## src/rtl/pio_poll_pkg.sv

```systemverilog
// Shared types for the PIO poll master: FSM state encoding.
package pio_poll_pkg;

    localparam int unsigned STATE_W = 3;

    typedef enum logic [STATE_W-1:0] {
        IDLE    = 3'd0,
        RD_REQ  = 3'd1,
        RD_WAIT = 3'd2,
        EVAL    = 3'd3,
        WR_REQ  = 3'd4
    } poll_state_e;

endpackage

```

## src/rtl/pio_debounce_filter.sv

```systemverilog
// Debounce filter: commits a sampled word once it has been seen DEBOUNCE_N
// consecutive times while differing from the current stable word.
module pio_debounce_filter #(
    parameter int unsigned          DATA_W     = 4,
    parameter int unsigned          DEBOUNCE_N = 3,
    parameter logic [DATA_W-1:0]    RESET_VAL  = 4'hF
) (
    input  logic              clk,
    input  logic              reset,
    input  logic              sample_valid,
    input  logic [DATA_W-1:0] sample,
    output logic [DATA_W-1:0] stable,
    output logic              change_pulse,
    output logic              commit_c
);

    localparam int unsigned CNT_W = $clog2(DEBOUNCE_N + 1);

    logic [DATA_W-1:0] candidate;
    logic [DATA_W-1:0] candidate_nxt;
    logic [DATA_W-1:0] stable_nxt;
    logic [CNT_W-1:0]  cnt;
    logic [CNT_W-1:0]  cnt_nxt;

    // A commit always takes the current sample, so the counter never exceeds DEBOUNCE_N.
    always_comb begin
        candidate_nxt = candidate;
        stable_nxt    = stable;
        cnt_nxt       = cnt;
        commit_c      = 1'b0;
        if (sample_valid) begin
            if (sample == stable) begin
                cnt_nxt = '0;
            end else begin
                if (sample == candidate) begin
                    cnt_nxt = cnt + CNT_W'(1);
                end else begin
                    candidate_nxt = sample;
                    cnt_nxt       = CNT_W'(1);
                end
                if (cnt_nxt == CNT_W'(DEBOUNCE_N)) begin
                    commit_c   = 1'b1;
                    stable_nxt = sample;
                    cnt_nxt    = '0;
                end
            end
        end
    end

    always_ff @(posedge clk) begin
        if (reset) begin
            stable       <= RESET_VAL;
            candidate    <= RESET_VAL;
            cnt          <= '0;
            change_pulse <= 1'b0;
        end else begin
            stable       <= stable_nxt;
            candidate    <= candidate_nxt;
            cnt          <= cnt_nxt;
            change_pulse <= commit_c;
        end
    end

endmodule

```

## src/rtl/pio_poll_master.sv

```systemverilog
// Avalon-MM initiator: polls an input PIO, debounces the word and writes each
// committed change to an output PIO. One transaction outstanding at a time.
module pio_poll_master
    import pio_poll_pkg::*;
#(
    parameter int unsigned       DATA_W      = 4,
    parameter int unsigned       ADDR_W      = 2,
    parameter logic [ADDR_W-1:0] SRC_ADDR    = '0,
    parameter logic [ADDR_W-1:0] DST_ADDR    = '0,
    parameter int unsigned       POLL_CYCLES = 50000,
    parameter int unsigned       DEBOUNCE_N  = 3,
    parameter int unsigned       TIMEOUT     = 16,
    parameter logic [DATA_W-1:0] RESET_VAL   = 4'hF,
    parameter bit                INVERT      = 1'b1
) (
    input  logic              clk,
    input  logic              reset,
    input  logic              enable,
    input  logic              err_clr,
    output logic [ADDR_W-1:0] avm_address,
    output logic              avm_read,
    output logic              avm_write,
    output logic [DATA_W-1:0] avm_writedata,
    input  logic              avm_waitrequest,
    input  logic [DATA_W-1:0] avm_readdata,
    input  logic              avm_readdatavalid,
    output logic [DATA_W-1:0] stable_value,
    output logic              change_pulse,
    output logic              timeout_err
);

    localparam int unsigned       POLL_W  = $clog2(POLL_CYCLES);
    localparam int unsigned       TO_W    = $clog2(TIMEOUT);
    localparam logic [DATA_W-1:0] WR_MASK = {DATA_W{INVERT}};

    poll_state_e       state;
    poll_state_e       state_nxt;
    logic [POLL_W-1:0] poll_cnt;
    logic              poll_tick_c;
    logic [TO_W-1:0]   to_cnt;
    logic [TO_W-1:0]   to_cnt_nxt;
    logic              capture_c;
    logic              timeout_hit_c;
    logic              eval_c;
    logic              commit_c;
    logic [DATA_W-1:0] sample_q;

    assign poll_tick_c = enable && (poll_cnt == POLL_W'(POLL_CYCLES - 1));

    // Free-running poll timer; ticks arriving outside IDLE are simply lost.
    always_ff @(posedge clk) begin
        if (reset || !enable || poll_tick_c) begin
            poll_cnt <= '0;
        end else begin
            poll_cnt <= poll_cnt + POLL_W'(1);
        end
    end

    always_ff @(posedge clk) begin
        if (reset) begin
            state <= IDLE;
        end else begin
            state <= state_nxt;
        end
    end

    always_comb begin
        state_nxt     = state;
        to_cnt_nxt    = to_cnt;
        capture_c     = 1'b0;
        timeout_hit_c = 1'b0;
        eval_c        = 1'b0;
        case (state)
            IDLE: begin
                if (poll_tick_c) begin
                    state_nxt = RD_REQ;
                end
            end
            RD_REQ: begin
                if (!avm_waitrequest) begin
                    state_nxt  = RD_WAIT;
                    to_cnt_nxt = '0;
                end
            end
            RD_WAIT: begin
                if (avm_readdatavalid) begin
                    capture_c = 1'b1;
                    state_nxt = EVAL;
                end else if (to_cnt == TO_W'(TIMEOUT - 1)) begin
                    timeout_hit_c = 1'b1;
                    state_nxt     = IDLE;
                end else begin
                    to_cnt_nxt = to_cnt + TO_W'(1);
                end
            end
            EVAL: begin
                eval_c    = 1'b1;
                state_nxt = commit_c ? WR_REQ : IDLE;
            end
            WR_REQ: begin
                if (!avm_waitrequest) begin
                    state_nxt = IDLE;
                end
            end
            default: state_nxt = IDLE;
        endcase
    end

    // Bus command registers follow the next state so commands drop the cycle after acceptance.
    always_ff @(posedge clk) begin
        if (reset) begin
            to_cnt        <= '0;
            sample_q      <= '0;
            avm_read      <= 1'b0;
            avm_write     <= 1'b0;
            avm_address   <= '0;
            avm_writedata <= '0;
            timeout_err   <= 1'b0;
        end else begin
            to_cnt    <= to_cnt_nxt;
            avm_read  <= (state_nxt == RD_REQ);
            avm_write <= (state_nxt == WR_REQ);
            if (state_nxt == RD_REQ) begin
                avm_address <= SRC_ADDR;
            end else if (state_nxt == WR_REQ) begin
                avm_address <= DST_ADDR;
            end else begin
                avm_address <= '0;
            end
            if (capture_c) begin
                sample_q <= avm_readdata;
            end
            if (eval_c && commit_c) begin
                avm_writedata <= sample_q ^ WR_MASK;
            end
            if (timeout_hit_c) begin
                timeout_err <= 1'b1;
            end else if (err_clr) begin
                timeout_err <= 1'b0;
            end
        end
    end

    pio_debounce_filter #(
        .DATA_W     (DATA_W),
        .DEBOUNCE_N (DEBOUNCE_N),
        .RESET_VAL  (RESET_VAL)
    ) u_filter (
        .clk          (clk),
        .reset        (reset),
        .sample_valid (eval_c),
        .sample       (sample_q),
        .stable       (stable_value),
        .change_pulse (change_pulse),
        .commit_c     (commit_c)
    );

endmodule

```

## config.mk

```make
export PLATFORM = sky130hd
export DESIGN_NAME = pio_poll_master
export DESIGN_NICKNAME = d
export VERILOG_FILES = /design/src/rtl/pio_poll_pkg.sv /design/src/rtl/pio_debounce_filter.sv /design/src/rtl/pio_poll_master.sv
export SDC_FILE = /design/constraint.sdc
export NUM_CORES = 1
export LEC_CHECK = 0
export BUFFER_PORTS_ARGS = -buffer_cell sky130_fd_sc_hd__clkbuf_2
export CORE_MARGIN = 5
export CORE_UTILIZATION = 51
export CTS_CLUSTER_DIAMETER = 40
export DETAILED_ROUTE_END_ITERATION = 8
export PLACE_DENSITY_LB_ADDON = 0.25
export SETUP_SLACK_MARGIN = 0.02
export SLEW_MARGIN = 20
export SYNTH_ARGS = -nofsm -noshare
export SYNTH_HDL_FRONTEND = slang
export SYNTH_SLANG_ARGS = --single-unit
```

## constraint.sdc

```tcl
create_clock -name clk -period 1.8 [get_ports clk]
set_input_delay 0.27 -clock clk [delete_from_list [all_inputs] [get_ports clk]]
set_output_delay 0.27 -clock clk [all_outputs]
set_load 0.005 [all_outputs]
```

# Word level (Yosys, flattened, before mapping)

Cells that the tools add are included.

Bits in registers: 45
Bits in latches: 0
Memory bits (writable): 0
Bits in read-only memories: 0
Input bits: 10
Output and inout bits: 14
Memories: 0

Add/sub/neg operators: 3
$mul: 0
Divide/modulo/power cells: 0
Order comparisons: 0
Eq/ne operators: 14
Shifts and indexed selects: 0
Multiplexer cells: 27
Bitwise gates (word level): 3
Reductions and logical operators: 11

Operators by type and width:

| kind                                                                  | number |
|---|---|
| 3-bit 2-to-1 mux                                                      | 6 |
| 16-bit by 1-bit adder with 16-bit output, second input constant       | 1 |
| 16-bit equality test, second input constant                           | 1 |
| 3-bit case mux with 5 select lines                                    | 1 |
| 4-bit 2-to-1 mux                                                      | 3 |
| 1-bit 2-to-1 mux                                                      | 11 |
| 2-bit 2-to-1 mux                                                      | 5 |
| 4-bit equality test                                                   | 2 |
| 4-bit case mux with 2 select lines                                    | 1 |
| 3-bit by 1-bit equality test with 1-bit output, second input constant | 2 |
| 3-bit by 2-bit equality test with 1-bit output, second input constant | 2 |
| 3-bit equality test, second input constant                            | 2 |
| 2-bit != test, second input constant                                  | 3 |
| 3-bit AND reduction                                                   | 2 |
| 4-bit by 1-bit adder with 4-bit output, second input constant         | 1 |
| 4-bit equality test, second input constant                            | 1 |
| 4-bit NOT                                                             | 1 |
| 4-bit AND reduction                                                   | 1 |
| 2-bit nonzero test                                                    | 2 |
| 3-bit logical NOT                                                     | 1 |
| 2-bit by 1-bit adder with 2-bit output, second input constant         | 1 |
| 2-bit equality test, second input constant                            | 1 |
| 1-bit logical AND                                                     | 2 |
| 1-bit logical OR                                                      | 2 |
| other kinds (2)                                                       | 3 |

# Logic depth before layout (Yosys ltp)

Depth in word-level cells: 11
Depth in mapped cells: 6
Mapped depth without buffers: 5

# Cells and area by module

Synthesis repeated with hierarchy kept, for this count alone.

Cell total of the unflattened synthesis: 227
Area total of the unflattened synthesis: 2038.2 sq um

Modules (own cells, without submodules):

| module              | instances | cells an instance | area an instance (sq um) | sequential area each (sq um) |
|---|---|---|---|---|
| pio_poll_master     | 1         | 169               | 1470.2                   | 680.7 |
| pio_debounce_filter | 1         | 58                | 568.0                    | 220.2 |

# Worst setup path after synthesis

No wires, ideal clock.

Kind: register -> register
From: register to_cnt[0]
To: register to_cnt[3]
Library setup time: 70 ps
Arrival: 1565 ps
Path slack: 165 ps
Cell stages (with the launch flop): 6
Clock period less this slack: 1635 ps
Path through: dfxtp_1 > ha_1 > and3_4 > o31a_4 > or4_1 > a21oi_1

Word-level cells in the longest chain between the ends: 4

Ends and longest elaborated chain:

| item                                   | line                   | RTL |
|---|---|---|
| from (decl)                            | pio_poll_master.sv:40  | `logic [TO_W-1:0] to_cnt;` |
| from (signal assigned)                 | pio_poll_master.sv:120 | `to_cnt <= to_cnt_nxt;` |
| 4-bit by 1-bit adder with 4-bit output | pio_poll_master.sv:93  | `to_cnt_nxt = to_cnt + TO_W'(1);` |
| 4-bit 2-to-1 mux                       | pio_poll_master.sv:89  | `end else if (to_cnt == TO_W'(TIMEOUT - 1)) begin` |
| 4-bit 2-to-1 mux                       | pio_poll_master.sv:86  | `if (avm_readdatavalid) begin` |
| 4-bit case mux with 2 select lines     | pio_poll_master.sv:73  | `case (state)` |

Several ways; a longest one is shown, not always the timed one. The select of a mux whose other input is x is not followed.
A chain may end at the register's enable or synchronous reset.

# Final worst setup path

Same ends and word-level chain as after synthesis.

==> impl_metrics.env <==
export IMPL_rsz0062_at_grt="false"
export IMPL_cts_max_path_buffers=2
export IMPL_coreArea_sq_mm=0.00394
export IMPL_fp_dieArea_sq_mm=0.00540
export IMPL_critPathLaunchType="flip-flop"
export IMPL_setup_violations_final=0
export IMPL_cts_max_level=2
export IMPL_path_max_fanout=7
export IMPL_synth_cell_types=50
export IMPL_ys_ff_latch=45
export IMPL_syn_area_per_cell_sq_um=9.09
export IMPL_crit_required_ns=2.04
export IMPL_power_leakage_nw=0.951
export IMPL_fin_crit_sh_pct=93.3
export IMPL_synth_edff_count=0
export IMPL_hp_class="primary input to flip-flop"
export IMPL_peakVddDrop_v=0.000439
export IMPL_num_rows=23
export IMPL_drv_cap=0
export IMPL_cts_tree="yes"
export IMPL_fin_crit_ns=1.68
export IMPL_clock_fmax_mhz=595
export IMPL_dieWidth_um=73.5
export IMPL_grt_pass1_wl_mm=6.44
export IMPL_switchingPower_mw=0.357
export IMPL_drt_initial_drc_count=75
export IMPL_vias=1599
export IMPL_hold_path_depth=3
export IMPL_ys_async_sr_fraction_pct=0
export IMPL_yosysWarnings=0
export IMPL_initial_core_util_pct=52.1
export IMPL_seq_power_share_pct=61.0
export IMPL_antenna_found_initial=0
export IMPL_drive_above_1_share_pct=22.1
export IMPL_track_usage_pct=15.1
export IMPL_overflow=0
export IMPL_clock_sinks=45
export IMPL_cp_arrival_ns=1.92
export IMPL_clockPowerShare_pct=36.5
export IMPL_syn2layout_area_growth_pct=15.5
export IMPL_power_mw=1.64
export IMPL_ys_flop_type="dfxtp_1"
export IMPL_cts_root_buffer="clkbuf_8"
export IMPL_p_per_area_mw_per_mm2=690
export IMPL_drc=0
export IMPL_finalWorstSetupSlack_ns=0.121
export IMPL_via_per_inst=5.13
export IMPL_power_frac_comb_pct=2.5
export IMPL_tns_ns=0
export IMPL_die_h_um=73.5
export IMPL_path_clk_slew_ns=0.08
export IMPL_status="completed"
export IMPL_place_hpwl_mm=2.75
export IMPL_wl_per_cell_um=12.0
export IMPL_place_ws_ns=0.0854
export IMPL_dr_pass1_iters=4
export IMPL_critPathKind="flip-flop to flip-flop"
export IMPL_synth_seq_area_share_pct=43.8
export IMPL_grt_pass1_vias=1459
export IMPL_syn_area_sq_mm=0.00205
export IMPL_hold_viol=0
export IMPL_nets=273
export IMPL_numCtsBuffers=5
export IMPL_skew_ns=0.00792
export IMPL_top_level_ports=24
export IMPL_grt_start_max_net_pins=17
export IMPL_dp_cells=301
export IMPL_layout_cells_non_filler=312
export IMPL_n_antenna_cell=0
export IMPL_r2r_cells=5
export IMPL_p_int_mw=1.28
export IMPL_end_kind="flip-flop"
export IMPL_portBuffers=21
export IMPL_synthesis_instances=226
export IMPL_ant_nets=0
export IMPL_cts_hold_buf=0
export IMPL_globalplace_congestion=0.824
export IMPL_clkLatencyLatePin_ns=0.30
export IMPL_slew_viol_final=0
export IMPL_fin_util_pct=60.2
export IMPL_finalWirelength_mm=3.76
export IMPL_power_share_switching_pct=21.8
-- worst paths after layout --
check / startpoint / endpoint / slack, ns
worst max register to register: to_cnt[0] / to_cnt[3] / 0.12
worst min-delay path: avm_readdata[2] / sample_q[2] / 0.20
worst max-delay path: to_cnt[0] / to_cnt[3] / 0.12
worst min register to register: poll_cnt[0] / poll_cnt[0] / 0.47
-- state kept, by name, summed over array words and instances, names as in the netlist --
signal and count:
avm_read 1, avm_write 1, avm_writedata 4, poll_cnt 16, sample_q 4, state 3, timeout_err 1, to_cnt 4
u_filter.candidate 4, u_filter.change_pulse 1, u_filter.cnt 2, u_filter.stable 4
-- metal layers --
layer / vias up / global-route usage, % / part of all wire, %
met5: - / 0 / 0
met4: 0 / 6.04 / 0.88
met3: 4 / 4.51 / 5.1
met2: 27 / 23.3 / 45
met1: 718 / 19.7 / 49
li1: 850 / - / -
-- logic make-up (layout without fill, tap and decap cells) --
| logic type | after synthesis | after routing | share of synthesized area [%] |
|---|---|---|---|
| simple gates | 103 | 103 | 27.1 |
| flops | 45 | 45 | 43.8 |
| compound gates | 30 | 30 | 9.87 |
| xor+xnor | 20 | 20 | 8.53 |
| buf+inv | 15 | 50 | 3.84 |
| mux | 10 | 10 | 5.42 |
| fa+ha+maj | 2 | 2 | 1.22 |
| other cells | 1 | 2 | 0.183 |
-- cell usage in the layout, fill, tap and decap left out, drive strengths merged, types with 2 or more instances in the layout --
cell type	synthesis	routed
clkbuf	3	27
nand2	17	17
xor2	6	6
o21ai	5	5
clkinv	0	2
nand4	4	4
o31ai	4	4
and3	3	3
buf	5	14
mux2	3	3
a21oi	14	14
ha	2	2
conb	1	2
dfxtp	45	45
mux2i	7	7
nor3	6	6
nor4	3	3
inv	7	7
or4b	2	2
or2	3	3
or3	3	3
nand3	13	13
nor2b	4	4
or4	3	3
xnor2	14	14
o21a	2	2
nor2	31	31
nand2b	2	2
-- metrics by stage --
step                      hold slack (ns)  cell area [sq um]
after global routing                0.222               2370
final                               0.203               2370
after global placement              0.448               2260
after detailed placement            0.450               2260
after floorplan                     0.417               2060
after CTS                           0.196               2340
-- cells in the mapped netlist (2+ instances only) --
cell type | instances | share of area, %
dfxtp_1 | 45 | 44
nor2_1 | 31 | 5.7
nand2_1 | 17 | 3.1
a21oi_1 | 14 | 3.4
xnor2_1 | 14 | 6.0
nand3_1 | 12 | 2.9
inv_1 | 7 | 1.3
mux2i_1 | 7 | 3.4
nor3_1 | 6 | 1.5
xor2_1 | 6 | 2.6
buf_4 | 4 | 1.5
nor2b_1 | 4 | 1.2
o21ai_0 | 4 | 0.97
o31ai_1 | 4 | 1.5
clkbuf_1 | 3 | 0.55
nand4_1 | 3 | 0.91
or3_1 | 3 | 0.91
or4_1 | 3 | 1.1
and3_1 | 2 | 0.61
ha_1 | 2 | 1.2
mux2_4 | 2 | 1.5
nor4_1 | 2 | 0.61
o21a_1 | 2 | 0.73
or2_1 | 2 | 0.61
or4b_1 | 2 | 0.97
-- repair_timing --
| action | in CTS | in global routing |
|---|---|---|
| buffers inserted | 0 | 3 |
| setup endpoints to repair | 0 | 13 |
| resized for setup | 0 | 4 |
| endpoints found under the hold margin | 0 | 0 |
-- worst max-delay path, stage by stage, from the launching register on --
cell and delay (ns):
dfxtp_2 0.34, ha_2 0.18, and3_4 0.18, o31a_4 0.30, or4_4 0.48, a21oi_1 0.14
-- power by group through the flow --
| stage | Sequential [mW] | Clock (mW) | Combinational (mW) |
|---|---|---|---|
| global placement | 1.02 | 0 | 0.0417 |
| CTS | 0.998 | 0.622 | 0.0423 |
| floorplan | 1.02 | 0 | 0.0265 |
| finish | 0.998 | 0.598 | 0.0411 |
| detailed placement | 1.02 | 0 | 0.0419 |
| global route | 0.999 | 0.668 | 0.0465 |
-- area by class of cell --
type,instances,area (sq um)
multi-input combinational,167,1090
timing repair buffer,35,210
clock inverter,2,10.0
sequential,45,902
clock buffer,6,72.6
inverter,7,26.3
fill,342,1570
tap,50,62.6
Note: power is estimated with default switching activity, not from simulation.
